===== src/rtl/plot_arbiter_pkg.sv =====
// ---------------------------------------------------------------------------
// plot_arbiter_pkg
// Shared definitions for the plot arbiter: screen/colour widths (as macros,
// visible to every file compiled after this one), requester count, FSM state
// encoding and the round-robin pointer helper.
// No ports (package).
// ---------------------------------------------------------------------------
`ifndef PLOT_ARBITER_DEFS
`define PLOT_ARBITER_DEFS
`define SCR_WIDTH_BITS  8
`define SCR_HEIGHT_BITS 7
`define COLOR_SIZE      3
`endif

package plot_arbiter_pkg;

   localparam int NUM_REQ = 3;
   localparam int XW      = `SCR_WIDTH_BITS;
   localparam int YW      = `SCR_HEIGHT_BITS;
   localparam int CW      = `COLOR_SIZE;

   typedef enum logic {
      ST_SERVE = 1'b0,
      ST_CLEAR = 1'b1
   } plot_state_e;

   // Pointer names the requester with highest priority next cycle:
   // the one after the requester just granted.
   function automatic logic [1:0] rr_next_ptr(input logic [NUM_REQ-1:0] grant);
      logic [1:0] nxt;
      case (grant)
         3'b001:  nxt = 2'd1;
         3'b010:  nxt = 2'd2;
         default: nxt = 2'd0;
      endcase
      return nxt;
   endfunction

endpackage


===== src/rtl/plot_arbiter_rr.sv =====
// ---------------------------------------------------------------------------
// rr_arbiter3
// Combinational three-way round-robin selector.
// Ports:
//   i_req   [2:0] request vector, bit i = requester i
//   i_ptr   [1:0] index of the requester with highest priority (0..2)
//   o_grant [2:0] one-hot grant, all zero when no request is asserted
// ---------------------------------------------------------------------------
module rr_arbiter3
   import plot_arbiter_pkg::*;
(
   input  logic [NUM_REQ-1:0] i_req,
   input  logic [1:0]         i_ptr,
   output logic [NUM_REQ-1:0] o_grant
);

   always_comb begin
      o_grant = '0;
      case (i_ptr)
         2'd1: begin
            if      (i_req[1]) o_grant = 3'b010;
            else if (i_req[2]) o_grant = 3'b100;
            else if (i_req[0]) o_grant = 3'b001;
         end
         2'd2: begin
            if      (i_req[2]) o_grant = 3'b100;
            else if (i_req[0]) o_grant = 3'b001;
            else if (i_req[1]) o_grant = 3'b010;
         end
         // Pointer value 3 never occurs; treat it like 0.
         default: begin
            if      (i_req[0]) o_grant = 3'b001;
            else if (i_req[1]) o_grant = 3'b010;
            else if (i_req[2]) o_grant = 3'b100;
         end
      endcase
   end

endmodule


===== src/rtl/plot_arbiter.sv =====
// ---------------------------------------------------------------------------
// plot_arbiter
// Arbitrates three pixel-plot requesters onto one framebuffer write port and
// performs full-screen clears by sweeping every pixel with CLEAR_COLOR.
// Ports:
//   Clck        clock, rising edge
//   Reset       asynchronous active-low reset
//   req         per-requester plot request
//   req_x/y     packed coordinates, slice i = requester i
//   req_color   packed colours, slice i = requester i
//   grant       one-hot acknowledge; data is captured in the granted cycle
//   clear_req   single-cycle clear request
//   clear_busy  high while the clear sweep runs
//   plot_x/y, plot_color, plot  registered framebuffer write port
// ---------------------------------------------------------------------------
module plot_arbiter
   import plot_arbiter_pkg::*;
#(
   parameter int                     SCR_W       = 160,
   parameter int                     SCR_H       = 120,
   parameter logic [`COLOR_SIZE-1:0] CLEAR_COLOR = 3'b000
) (
   input  logic                          Clck,
   input  logic                          Reset,
   input  logic [NUM_REQ-1:0]            req,
   input  logic [3*`SCR_WIDTH_BITS-1:0]  req_x,
   input  logic [3*`SCR_HEIGHT_BITS-1:0] req_y,
   input  logic [3*`COLOR_SIZE-1:0]      req_color,
   output logic [NUM_REQ-1:0]            grant,
   input  logic                          clear_req,
   output logic                          clear_busy,
   output logic [`SCR_WIDTH_BITS-1:0]    plot_x,
   output logic [`SCR_HEIGHT_BITS-1:0]   plot_y,
   output logic [`COLOR_SIZE-1:0]        plot_color,
   output logic                          plot
);

   localparam logic [XW-1:0] X_LAST = XW'(SCR_W - 1);
   localparam logic [YW-1:0] Y_LAST = YW'(SCR_H - 1);

   plot_state_e        r_state;
   logic [1:0]         r_ptr;
   logic [XW-1:0]      r_x_cnt;
   logic [YW-1:0]      r_y_cnt;

   logic               r_vld_p1;
   logic [XW-1:0]      r_plot_x_p1;
   logic [YW-1:0]      r_plot_y_p1;
   logic [CW-1:0]      r_plot_color_p1;

   logic [NUM_REQ-1:0] w_rr_grant;
   logic [NUM_REQ-1:0] w_grant;
   logic [XW-1:0]      w_sel_x_p0;
   logic [YW-1:0]      w_sel_y_p0;
   logic [CW-1:0]      w_sel_color_p0;

   rr_arbiter3 u_rr (
      .i_req   (req),
      .i_ptr   (r_ptr),
      .o_grant (w_rr_grant)
   );

   // Grant is combinational so a request can be acknowledged in the cycle it
   // is presented. A simultaneous clear_req wins, and reset silences it.
   assign w_grant = (Reset && (r_state == ST_SERVE) && !clear_req) ? w_rr_grant : '0;

   always_comb begin
      w_sel_x_p0     = req_x[0 +: XW];
      w_sel_y_p0     = req_y[0 +: YW];
      w_sel_color_p0 = req_color[0 +: CW];
      case (w_grant)
         3'b010: begin
            w_sel_x_p0     = req_x[XW +: XW];
            w_sel_y_p0     = req_y[YW +: YW];
            w_sel_color_p0 = req_color[CW +: CW];
         end
         3'b100: begin
            w_sel_x_p0     = req_x[2*XW +: XW];
            w_sel_y_p0     = req_y[2*YW +: YW];
            w_sel_color_p0 = req_color[2*CW +: CW];
         end
         default: ;
      endcase
   end

   // ---- p0 -> p1: granted request or sweep pixel registered onto the port ----
   always_ff @(posedge Clck or negedge Reset) begin
      if (!Reset) begin
         r_state         <= ST_SERVE;
         r_ptr           <= 2'd0;
         r_x_cnt         <= '0;
         r_y_cnt         <= '0;
         r_vld_p1        <= 1'b0;
         r_plot_x_p1     <= '0;
         r_plot_y_p1     <= '0;
         r_plot_color_p1 <= '0;
      end else begin
         r_vld_p1 <= 1'b0;
         unique case (r_state)
            ST_SERVE: begin
               if (clear_req) begin
                  r_state <= ST_CLEAR;
               end else if (|w_grant) begin
                  r_vld_p1        <= 1'b1;
                  r_plot_x_p1     <= w_sel_x_p0;
                  r_plot_y_p1     <= w_sel_y_p0;
                  r_plot_color_p1 <= w_sel_color_p0;
                  r_ptr           <= rr_next_ptr(w_grant);
               end
            end
            ST_CLEAR: begin
               r_vld_p1        <= 1'b1;
               r_plot_x_p1     <= r_x_cnt;
               r_plot_y_p1     <= r_y_cnt;
               r_plot_color_p1 <= CLEAR_COLOR;
               // Counters wrap exactly at the last coordinate; leaving the
               // sweep with both at 0 readies them for the next clear.
               if (r_x_cnt == X_LAST) begin
                  r_x_cnt <= '0;
                  if (r_y_cnt == Y_LAST) begin
                     r_y_cnt <= '0;
                     r_state <= ST_SERVE;
                  end else begin
                     r_y_cnt <= r_y_cnt + 1'b1;
                  end
               end else begin
                  r_x_cnt <= r_x_cnt + 1'b1;
               end
            end
         endcase
      end
   end

   assign grant      = w_grant;
   assign clear_busy = (r_state == ST_CLEAR);
   assign plot       = r_vld_p1;
   assign plot_x     = r_plot_x_p1;
   assign plot_y     = r_plot_y_p1;
   assign plot_color = r_plot_color_p1;

endmodule


===== config.mk =====
export PLATFORM = sky130hd
export DESIGN_NAME = plot_arbiter
export DESIGN_NICKNAME = d
export VERILOG_FILES = /design/src/rtl/plot_arbiter_pkg.sv /design/src/rtl/plot_arbiter_rr.sv /design/src/rtl/plot_arbiter.sv
export SDC_FILE = /design/constraint.sdc
export NUM_CORES = 1
export LEC_CHECK = 0
export ABC_CLOCK_PERIOD_IN_PS = 6650
export BUFFER_PORTS_ARGS = -buffer_cell sky130_fd_sc_hd__buf_2
export CAP_MARGIN = 20
export CORE_MARGIN = 8
export CORE_UTILIZATION = 35
export CTS_CLUSTER_DIAMETER = 60
export DETAILED_ROUTE_END_ITERATION = 6
export RECOVER_POWER = 25
export SYNTH_ARGS = -nofsm -noshare
export SYNTH_HDL_FRONTEND = slang
export SYNTH_HIERARCHICAL = 1
export SYNTH_SLANG_ARGS = --single-unit

===== constraint.sdc =====
create_clock -name Clck -period 6.65 [get_ports Clck]
set_clock_uncertainty 0.2 [all_clocks]
set_input_delay 1.33 -clock Clck [delete_from_list [all_inputs] [get_ports Clck]]
set_output_delay 1.33 -clock Clck [all_outputs]
set_load 0.05 [all_outputs]

==> results.txt, run 1 <==
The share of the synthesized area in compound gates (AO/OA/AOI/OAI) works out to 0.289. In this run, the number of DRC markers left after iteration 0 of detailed routing was 176. The proportion of synthesized area in mux cells is 0.0323, and the initial standard-cell utilization of the core is 0.355. The portion of total power attributed to combinational logic was 0.327; the delay contributed by the slowest stage of the critical path was 0.51 ns. The synthesized area divided by synthesized cell count came out at 9.79 um2. Broken down by cell family, the worst path's largest delay share belongs to buffers and inverters. The tightest min-delay check is of the flip-flop to flip-flop type.

The most prevalent standard cell on the critical path was sky130_fd_sc_hd__buf_2. The number of antenna diodes in the final layout is 0. The run gives 0.421 as the sequential share of power. After detailed routing, the number of vias per cell comes to 5.56.

In the synthesized netlist, the number of instances is 241. Measured along the y axis, the die boundary spans 98.1 um. The number of cells on the worst reg-to-reg path is 9.

The count of distinct cell types in the synthesized netlist came out at 46. The data required time of the worst path came out at 5.12 ns. The width of the die was 98.1 um; the clock network power share was 0.251.

Following the worst setup path forward leads to its endpoint at grant[2]. The run gives 382 as the net count reported at finish. Clock tree synthesis inserted a total of 5 buffers. Yosys mapped a number of flops with a built-in enable equal to 0.

The net count after synthesis was 307; the transition at the pin with the smallest max-transition slack was 1.44 ns. The register bit count reported by yosys came out at 37. In this run the cell area of the synthesized design comes to 2360 um2.

The run finished with clean final reports. Summed over all instances, the cell type with the most area after synthesis is sky130_fd_sc_hd__dfrtp_1. The logs give 0 for the overflow left after global routing and 7.21 mm for the routed wire length. The floorplan step defined a die boundary enclosing 9630 um2. Summing over every cut layer, the via total after detailed routing is 2209. In the synthesized netlist the dominant register cell turns out to be sky130_fd_sc_hd__dfrtp_1.

The critical path contains buffers and inverters numbering 5 combined. In this run the worst path has a maximum fanout of 22. During I/O placement, the number of pins put on the boundary was 83. During synthesis, Yosys emitted a total of 6 warnings. The logs give 30 for the count of standard-cell rows and 0 for the number of maximum-capacitance violations.

The async set-or-reset flop fraction in the synthesized netlist was 1.00; the signed area change from the synthesized netlist to the final layout was 22.3%. The register-to-register setup slack is 2.98 ns. The internal power of the cells totals 0.000442 W. The number of fillers in the final layout is 645, and the count of nets left with antenna violations after detail routing is 0. CTS built an H-tree with a depth of 2. The cell sitting at the root of the clock tree is a sky130_fd_sc_hd__clkbuf_8. The critical path goes through buf_2, inv_1, mux2i_1, o32ai_2, buf_4, clkinv_1, nor2_1, buf_2. Summed over all nets, the switching power comes to 0.000260 W. Setup repair after global routing left no endpoint under its margin.

The cell area power density is 243 nW/um2, and the largest voltage drop on the vdd net is 0.113 mV. TritonCTS built the clock tree. The share of synthesized cell area in full adder, half adder and majority cells is 0.0318, and the average detailed-routed wire length per instance is 18.2 um. The final critical-path required period was 4.73 ns.

The run gives 0.392 as the part of the Yosys area used for sequential elements. By area the synthesized netlist is led by sky130_fd_sc_hd__dfrtp_1 39%, sky130_fd_sc_hd__a221o_1 5.9%, sky130_fd_sc_hd__a21oi_1 4.9%, sky130_fd_sc_hd__o22ai_1 4.5%, sky130_fd_sc_hd__nor2b_1 4.2%. For the TritonCTS sink count, the log shows 37. The arrival time at the worst endpoint is 3.20 ns, and the number of antenna violations at the first check in global routing is 0.

The most critical setup path has its startpoint at req[0]. STA classifies the critical path endpoint as a primary output. The switching part of the total was 0.371. All-layer global routing usage: 0.148. Setup violations remaining at the end of the flow were counted as 0.

By startpoint and endpoint, the worst setup path is classified as primary input to primary output. In the routed design, unresolved DRC markers number 0. For the final routed database, the setup TNS stands at 0 ns. The first global-routing pass estimated 11.6 mm of wire. The post-cts gate resize count is 0.

Simple-gate share of the synthesized area: 0.164. The worst relative slew slack is 0.0432. Endpoint of the lowest-slack register-to-register path: plot_x[4]$_DFFE_PN0P_. In the layout the commonest cells are 82 x sky130_fd_sc_hd__buf_2, 37 x sky130_fd_sc_hd__dfrtp_1, 23 x sky130_fd_sc_hd__a21oi_1.

For the leakage power total, the log shows 1.35 nW. The largest family of logic cells by synthesized area is compound AO/OA/AOI/OAI gates. The number of max-slew violations in the final report is 0. The tools report the timing-limited maximum frequency as 0.211 GHz. The via count of the first global-routing pass came out at 2235.

The area of the core region came out at 6640 um2. The startpoint type of the worst setup path is a primary input. The largest individual stage delay along the critical path comes from the cell sky130_fd_sc_hd__clkinv_1. For the total power, the log shows 0.000702 W. The tools report the total count of hold-check failures in the final report as 0.

The logs give 42 for the largest net degree at the start of global routing and 5.24 mm for the post-DP HPWL. Clock-pin transition on the worst setup and hold timing paths: 0.08 ns. Post-CTS timing repair inserted 0 buffers for setup.

The xor-xnor portion of the synthesized cell area came out at 0.0223. The pre-antenna-repair detailed-routing pass consisted of 4 iterations. The clock insertion delay at the later pin of the skew report is 0.29 ns, and the critical path depth is 8.

The library cell used most frequently in the layout, excluding fill and tap cells, is sky130_fd_sc_hd__buf_2. The proportion of netlist area held by the largest area contributor came out at 0.392. The proportion of layout cells with a drive suffix above 1 is 0.350.

Buffers inserted to repair hold after CTS numbered 0. The share of the cycle needed by the critical path after routing came out at 0.711. The number of buffer cells added on primary ports is 82. The launch point of the worst reg-to-reg path was r_ptr[0]$_DFFE_PN0P_. For the clock tree buffer depth, the log shows 2.

The tools report the final estimated routing congestion in global placement as 0.824.
[cells by family (layout without fill, tap and decap cells)]
family                     count (synthesis)  after routing
buffers and inverters                     27            103
AOI/OAI and AO/OA                         88             88
DFF                                       37             37
xor gates and xnor gates                   6              6
muxes                                      7              7
adders and majority gates                  6              6
and+or+nand+nor                           70             70
[power groups by stage]
stage | logic, W | clock network [W] | registers [W]
6_report | 0.000230 | 0.000176 | 0.000296
5_1_grt | 0.000248 | 0.000190 | 0.000303
4_1_cts | 0.000231 | 0.000181 | 0.000296
3_5_place_dp | 0.000230 | 0 | 0.000300
3_3_place_gp | 0.000228 | 0 | 0.000301
2_1_floorplan | 0.000109 | 0 | 0.000357
[worst register-to-register path, delay by kind of cell, from the launching register on]
kind,cells,cell delay (ns)
compound gates,4,1.45
fa+ha+maj,1,0.36
buf+inv,2,0.39
flops,1,0.40
mux,1,0.19
simple gates,1,0.63
[cell usage after synthesis (2+ instances only)]
master	instances
sky130_fd_sc_hd__a21oi_1	23
sky130_fd_sc_hd__nand4_1	2
sky130_fd_sc_hd__nor2_1	10
sky130_fd_sc_hd__a2111oi_2	6
sky130_fd_sc_hd__and2_1	3
sky130_fd_sc_hd__nand3_1	8
sky130_fd_sc_hd__nand2_1	13
sky130_fd_sc_hd__or2_1	2
sky130_fd_sc_hd__o21ai_0	7
sky130_fd_sc_hd__buf_6	4
sky130_fd_sc_hd__o22ai_1	17
sky130_fd_sc_hd__a2111oi_0	9
sky130_fd_sc_hd__a32o_1	3
sky130_fd_sc_hd__and3_1	7
sky130_fd_sc_hd__nor2b_1	16
sky130_fd_sc_hd__clkbuf_1	2
sky130_fd_sc_hd__mux2i_1	2
sky130_fd_sc_hd__xor2_1	2
sky130_fd_sc_hd__buf_4	2
sky130_fd_sc_hd__ha_1	6
sky130_fd_sc_hd__nand2b_1	2
sky130_fd_sc_hd__a221o_1	14
sky130_fd_sc_hd__inv_1	7
sky130_fd_sc_hd__xnor2_1	4
sky130_fd_sc_hd__buf_2	9
sky130_fd_sc_hd__dfrtp_1	37
sky130_fd_sc_hd__and4_1	2
sky130_fd_sc_hd__mux2_2	4
[through the flow]
step / hold slack (ns) / utilization / setup slack (ns) / cell area, um2 / std cells
floorplan: 0.272 / - / 2.13 / 2360 / 241
global placement: 0.288 / 0.420 / 2.01 / 2790 / 389
detailed placement: 0.289 / 0.420 / 1.96 / 2790 / 389
CTS: 0.313 / 0.435 / 1.96 / 2890 / 397
global route: 0.328 / 0.434 / 1.80 / 2890 / 397
finish: 0.311 / 0.434 / 1.92 / 2890 / 397
[how the worst min path moves through the flow]
stage	from	slack, ns	cells after the start	to
2_1_floorplan	r_x_cnt[2]$_DFFE_PN0P_	0.27	1	r_x_cnt[2]$_DFFE_PN0P_
3_3_place_gp	plot_color[2]$_DFFE_PN0P_	0.29	1	plot_color[2]$_DFFE_PN0P_
3_5_place_dp	plot_x[7]$_DFFE_PN0P_	0.29	1	plot_x[7]$_DFFE_PN0P_
4_1_cts	plot_y[2]$_DFFE_PN0P_	0.31	1	plot_y[2]$_DFFE_PN0P_
5_1_grt	plot_x[4]$_DFFE_PN0P_	0.33	1	plot_x[4]$_DFFE_PN0P_
6_report	plot_x[2]$_DFFE_PN0P_	0.31	1	plot_x[2]$_DFFE_PN0P_
[cell type report]
class | count | area [um2] | share of cell area
well taps | 80 | 100 | 0.0347
flip-flops and latches | 37 | 926 | 0.321
repair buffers | 87 | 444 | 0.154
clock inverters | 1 | 5.00 | 0.00173
inverters | 8 | 30.0 | 0.0104
clock buffers | 7 | 96.3 | 0.0334
multi-input cells | 177 | 1280 | 0.445
[routing by layer]
| metal | part of all wire | wire [um] | vias to the layer above | track usage |
|---|---|---|---|---|
| met3 | 0.066 | 473 | 5 | 0.0448 |
| met4 | 0.0056 | 40 | 0 | 0.0324 |
| li1 | - | - | 1077 | - |
| met1 | 0.48 | 3430 | 1049 | 0.194 |
| met2 | 0.45 | 3270 | 78 | 0.232 |
| met5 | 0 | 0 | - | 0 |
[sequential cells by signal (all words and copies together) (netlist names)]
register	flops
clear_busy	1
plot	1
plot_color	3
plot_x	8
plot_y	7
r_ptr	2
r_x_cnt	8
r_y_cnt	7
(Power assumes the default switching activity.)
==> run 2: changes to the inputs <==
--- a/config.mk
+++ b/config.mk
@@ -5,7 +5,7 @@
 export SDC_FILE = /design/constraint.sdc
 export NUM_CORES = 1
 export LEC_CHECK = 0
-export ABC_CLOCK_PERIOD_IN_PS = 6650
+export ABC_CLOCK_PERIOD_IN_PS = 4800
 export BUFFER_PORTS_ARGS = -buffer_cell sky130_fd_sc_hd__buf_2
 export CAP_MARGIN = 20
 export CORE_MARGIN = 8
==> constraint.sdc (replaced) <==
create_clock -name Clck -period 4.8 [get_ports Clck]
set_clock_uncertainty 0.2 [all_clocks]
set_input_delay 0.96 -clock Clck [delete_from_list [all_inputs] [get_ports Clck]]
set_output_delay 0.96 -clock Clck [all_outputs]
set_load 0.05 [all_outputs]
==> results.txt, run 2 (synthesis gave the netlist of run 1 again) <==
The cell with the largest stage delay on the worst path is sky130_fd_sc_hd__o32ai_2 (was sky130_fd_sc_hd__clkinv_1). The clock-pin transition on the worst setup and hold timing paths works out to 0.07 ns (was 0.08 ns). The portion of total power attributed to combinational logic is 0.331 (was 0.327).

The tools report the endpoint type of the worst setup path as a flip-flop (was a primary output). The height of the die works out to 98.1 um (unchanged). TritonCTS built the clock tree.

The worst relative slew slack is 0.0357 (was 0.0432). Cell family contributing the most delay on the critical path: compound AO/OA/AOI/OAI gates (was buffers and inverters). The number of buffer cells added on primary ports came out at 82 (unchanged). The maximum fanout along the worst path is 19 (was 22).

The leakage power total is 1.34 nW (was 1.35 nW). The routed wire length is 7.25 mm (was 7.21 mm), and the critical path depth is 8 (unchanged). Depth of the CTS H-tree: 2 (unchanged). Commonest non-fill, non-tap cells in the layout: 81 x sky130_fd_sc_hd__buf_2, 37 x sky130_fd_sc_hd__dfrtp_1, 23 x sky130_fd_sc_hd__a21oi_1 (was 82 x sky130_fd_sc_hd__buf_2, 37 x sky130_fd_sc_hd__dfrtp_1, 23 x sky130_fd_sc_hd__a21oi_1). The TritonCTS sink count is 37 (unchanged). Delay contributed by the slowest stage of the critical path: 0.74 ns (was 0.51 ns).

Root buffer selected by CTS: sky130_fd_sc_hd__clkbuf_8 (unchanged). The proportion of layout cells with a drive suffix above 1 was 0.344 (was 0.350); the switching part of the total was 0.378 (was 0.371). The net count reported at finish is 383 (was 382), and the cell depth of the worst flop-to-flop path is 8 (was 9). Crit path cell chain: inv_1, ha_1, mux2i_1, o32ai_2, or2_1, o22ai_1, a2111oi_0, a221o_1 (was buf_2, inv_1, mux2i_1, o32ai_2, buf_4, clkinv_1, nor2_1, buf_2). The sequential share of power was 0.439 (was 0.421); the clock insertion delay at the later pin of the skew report was 0.29 ns (about the same). The logs give 0.000597 W (was 0.000442 W) for the cell-internal power and 0 (unchanged) for the antenna cell count.

For the overflow left after global routing, the log shows 0 (unchanged). The timing-limited maximum frequency is 0.260 GHz, and the largest net degree at the start of global routing is 41 (was 42). The uppermost metal layer occupied by signal nets is met4 (unchanged). The path type of the worst min-delay path was flip-flop to flip-flop (unchanged). The logs give 0.152 mV (was 0.113 mV) for the largest voltage drop on the vdd net and 0.000959 W (was 0.000702 W) for the total power.

The share of the cycle needed by the critical path after routing is 0.801. Average via count per standard cell: 5.66 (was 5.56). The number of hold buffers added after cts is 0 (unchanged), and the register area is 926 um2 (unchanged). The length of the first detailed-routing pass in iterations came out at 4 (unchanged).

The flow ran to the end, and the final reports show no timing, DRC or antenna violations. The number of buffer and inverter instances along the worst setup path was 1 (was 5). Setup repair after global routing left no endpoint under its margin. The transition at the pin with the smallest max-transition slack works out to 1.45 ns (was 1.44 ns). The total CTS buffers was 5 (unchanged); the post-cts gate resize count was 0 (unchanged). The count of standard-cell rows is 30 (unchanged). The run gives 663 (was 645) as the number of fillers in the final layout. The logs give 3.24 mm (was 3.27 mm) for the met2 layer wire length in the routed design and 9630 um2 (unchanged) for the area of the die. The tools report the count of pins on the block boundary as 83 (unchanged). The initial standard-cell utilization of the core is 0.355 (unchanged), and the post-DP HPWL is 5.47 mm (was 5.24 mm). The tools report the startpoint type of the worst setup path as a flip-flop (was a primary input).

The count of nets left with antenna violations after detail routing is 0 (unchanged). The wire length of the first global-routing pass was 12.0 mm (was 11.6 mm). The run gives 2334 (was 2235) as the via count of the first global-routing pass. The number of setup buffers added after CTS is 0 (unchanged).

The run gives 0 (unchanged) as the DRC violation count after routing. The tools report the clock tree buffer depth as 2 (unchanged). The most frequent standard cell in the layout excluding fill and tap cells was sky130_fd_sc_hd__buf_2 (unchanged). The width of the die came out at 98.1 um (unchanged).

The clock network power share is 0.230 (was 0.251). The hold path depth works out to 1 (unchanged). The cell area power density was 333 nW/um2 (was 243 nW/um2); the number of DRC violations after detailed-routing iteration 0 was 191 (was 176). The run gives 0 (unchanged) as the number of maximum-capacitance violations. The all-layer global routing usage came out at 0.153 (was 0.148). The met1 routed wirelength after detailed routing is 3.43 mm (about the same), and the switching power summed over all nets is 0.000362 W (was 0.000260 W).

The tools report the number of max-slew violations in the final report as 0 (unchanged). The tightest hold margin came out at 0.303 ns (was 0.311 ns). The number of antenna violations at the first check in global routing is 0 (unchanged), and the average detailed-routed wire length per instance is 18.3 um (was 18.2 um).

The type of the worst setup path was flip-flop to flip-flop (was primary input to primary output). The signed area change from the synthesized netlist to the final layout came out at 21.9% (was 22.3%). The logs give 3.86 ns (was 3.20 ns) for the arrival time at the worst endpoint and 0.96 ns (was 2.98 ns) for the register-to-register setup slack. Counting I/O delays and the setup requirement, the final critical path takes 3.84 ns. The area of the core region is 6640 um2 (unchanged), and the final estimated routing congestion in global placement is 0.808 (was 0.824). The combined area of the multi-input logic cells was 1280 um2 (unchanged); the via total after detailed routing was 2247 (was 2209).

The accumulated negative setup slack came out at 0 ns (unchanged). The data required time of the worst path was 4.82 ns (was 5.12 ns). The logs give 428 um (was 473 um) for the routed wire length on met3 and 0 (unchanged) for the total count of hold-check failures in the final report. The final count of negative-setup-slack endpoints came out at 0 (unchanged).
[run 2: cell types whose count changed in the layout (fill, tap and decap cells not counted), sizes merged]
cell	previous run	this run
clkbuf	8	9
clkinv	2	1
[run 2: final timing paths]
path	start	end
setup reg to reg	r_ptr[0]$_DFFE_PN0P_	plot_x[5]$_DFFE_PN0P_
hold reg to reg	plot_color[1]$_DFFE_PN0P_	plot_color[1]$_DFFE_PN0P_
setup / recovery	r_ptr[0]$_DFFE_PN0P_	plot_x[5]$_DFFE_PN0P_
min in group asynchronous	Reset	r_y_cnt[0]$_DFFE_PN0P_
max in group asynchronous	Reset	plot_y[5]$_DFFE_PN0P_
hold / removal	plot_color[1]$_DFFE_PN0P_	plot_color[1]$_DFFE_PN0P_
[run 2: metrics by stage]
step                      area (um2)  cells  utilization  setup WS, ns
after floorplan                 2360    241            -          1.02
after global placement          2800    390        0.421         0.785
after detailed placement        2800    390        0.421         0.764
after CTS                       2880    397        0.434         0.975
after global routing            2880    397        0.433         0.676
final                           2880    397        0.433         0.956
[run 2: layout make-up]
class | count | area share
repair buffers | 88 | 0.157
flip-flops and latches | 37 | 0.322
multi-input cells | 177 | 0.446
clock buffers | 7 | 0.0300
well taps | 80 | 0.0348
inverters | 8 | 0.0104
[run 2: power groups by stage]
stage               sequential, W  clock, W  combinational (W)
floorplan                0.000494         0           0.000151
global placement         0.000429         0           0.000316
detailed placement       0.000427         0           0.000321
CTS                      0.000421  0.000228           0.000321
global route             0.000428  0.000242           0.000345
finish                   0.000421  0.000221           0.000318
[run 2: metal layers]
metal | track usage | up-vias
met3 | 0.0349 | 9
met2 | 0.225 | 88
li1 | - | 1075
met5 | 0 | -
met1 | 0.209 | 1075
met4 | 0.0612 | 0
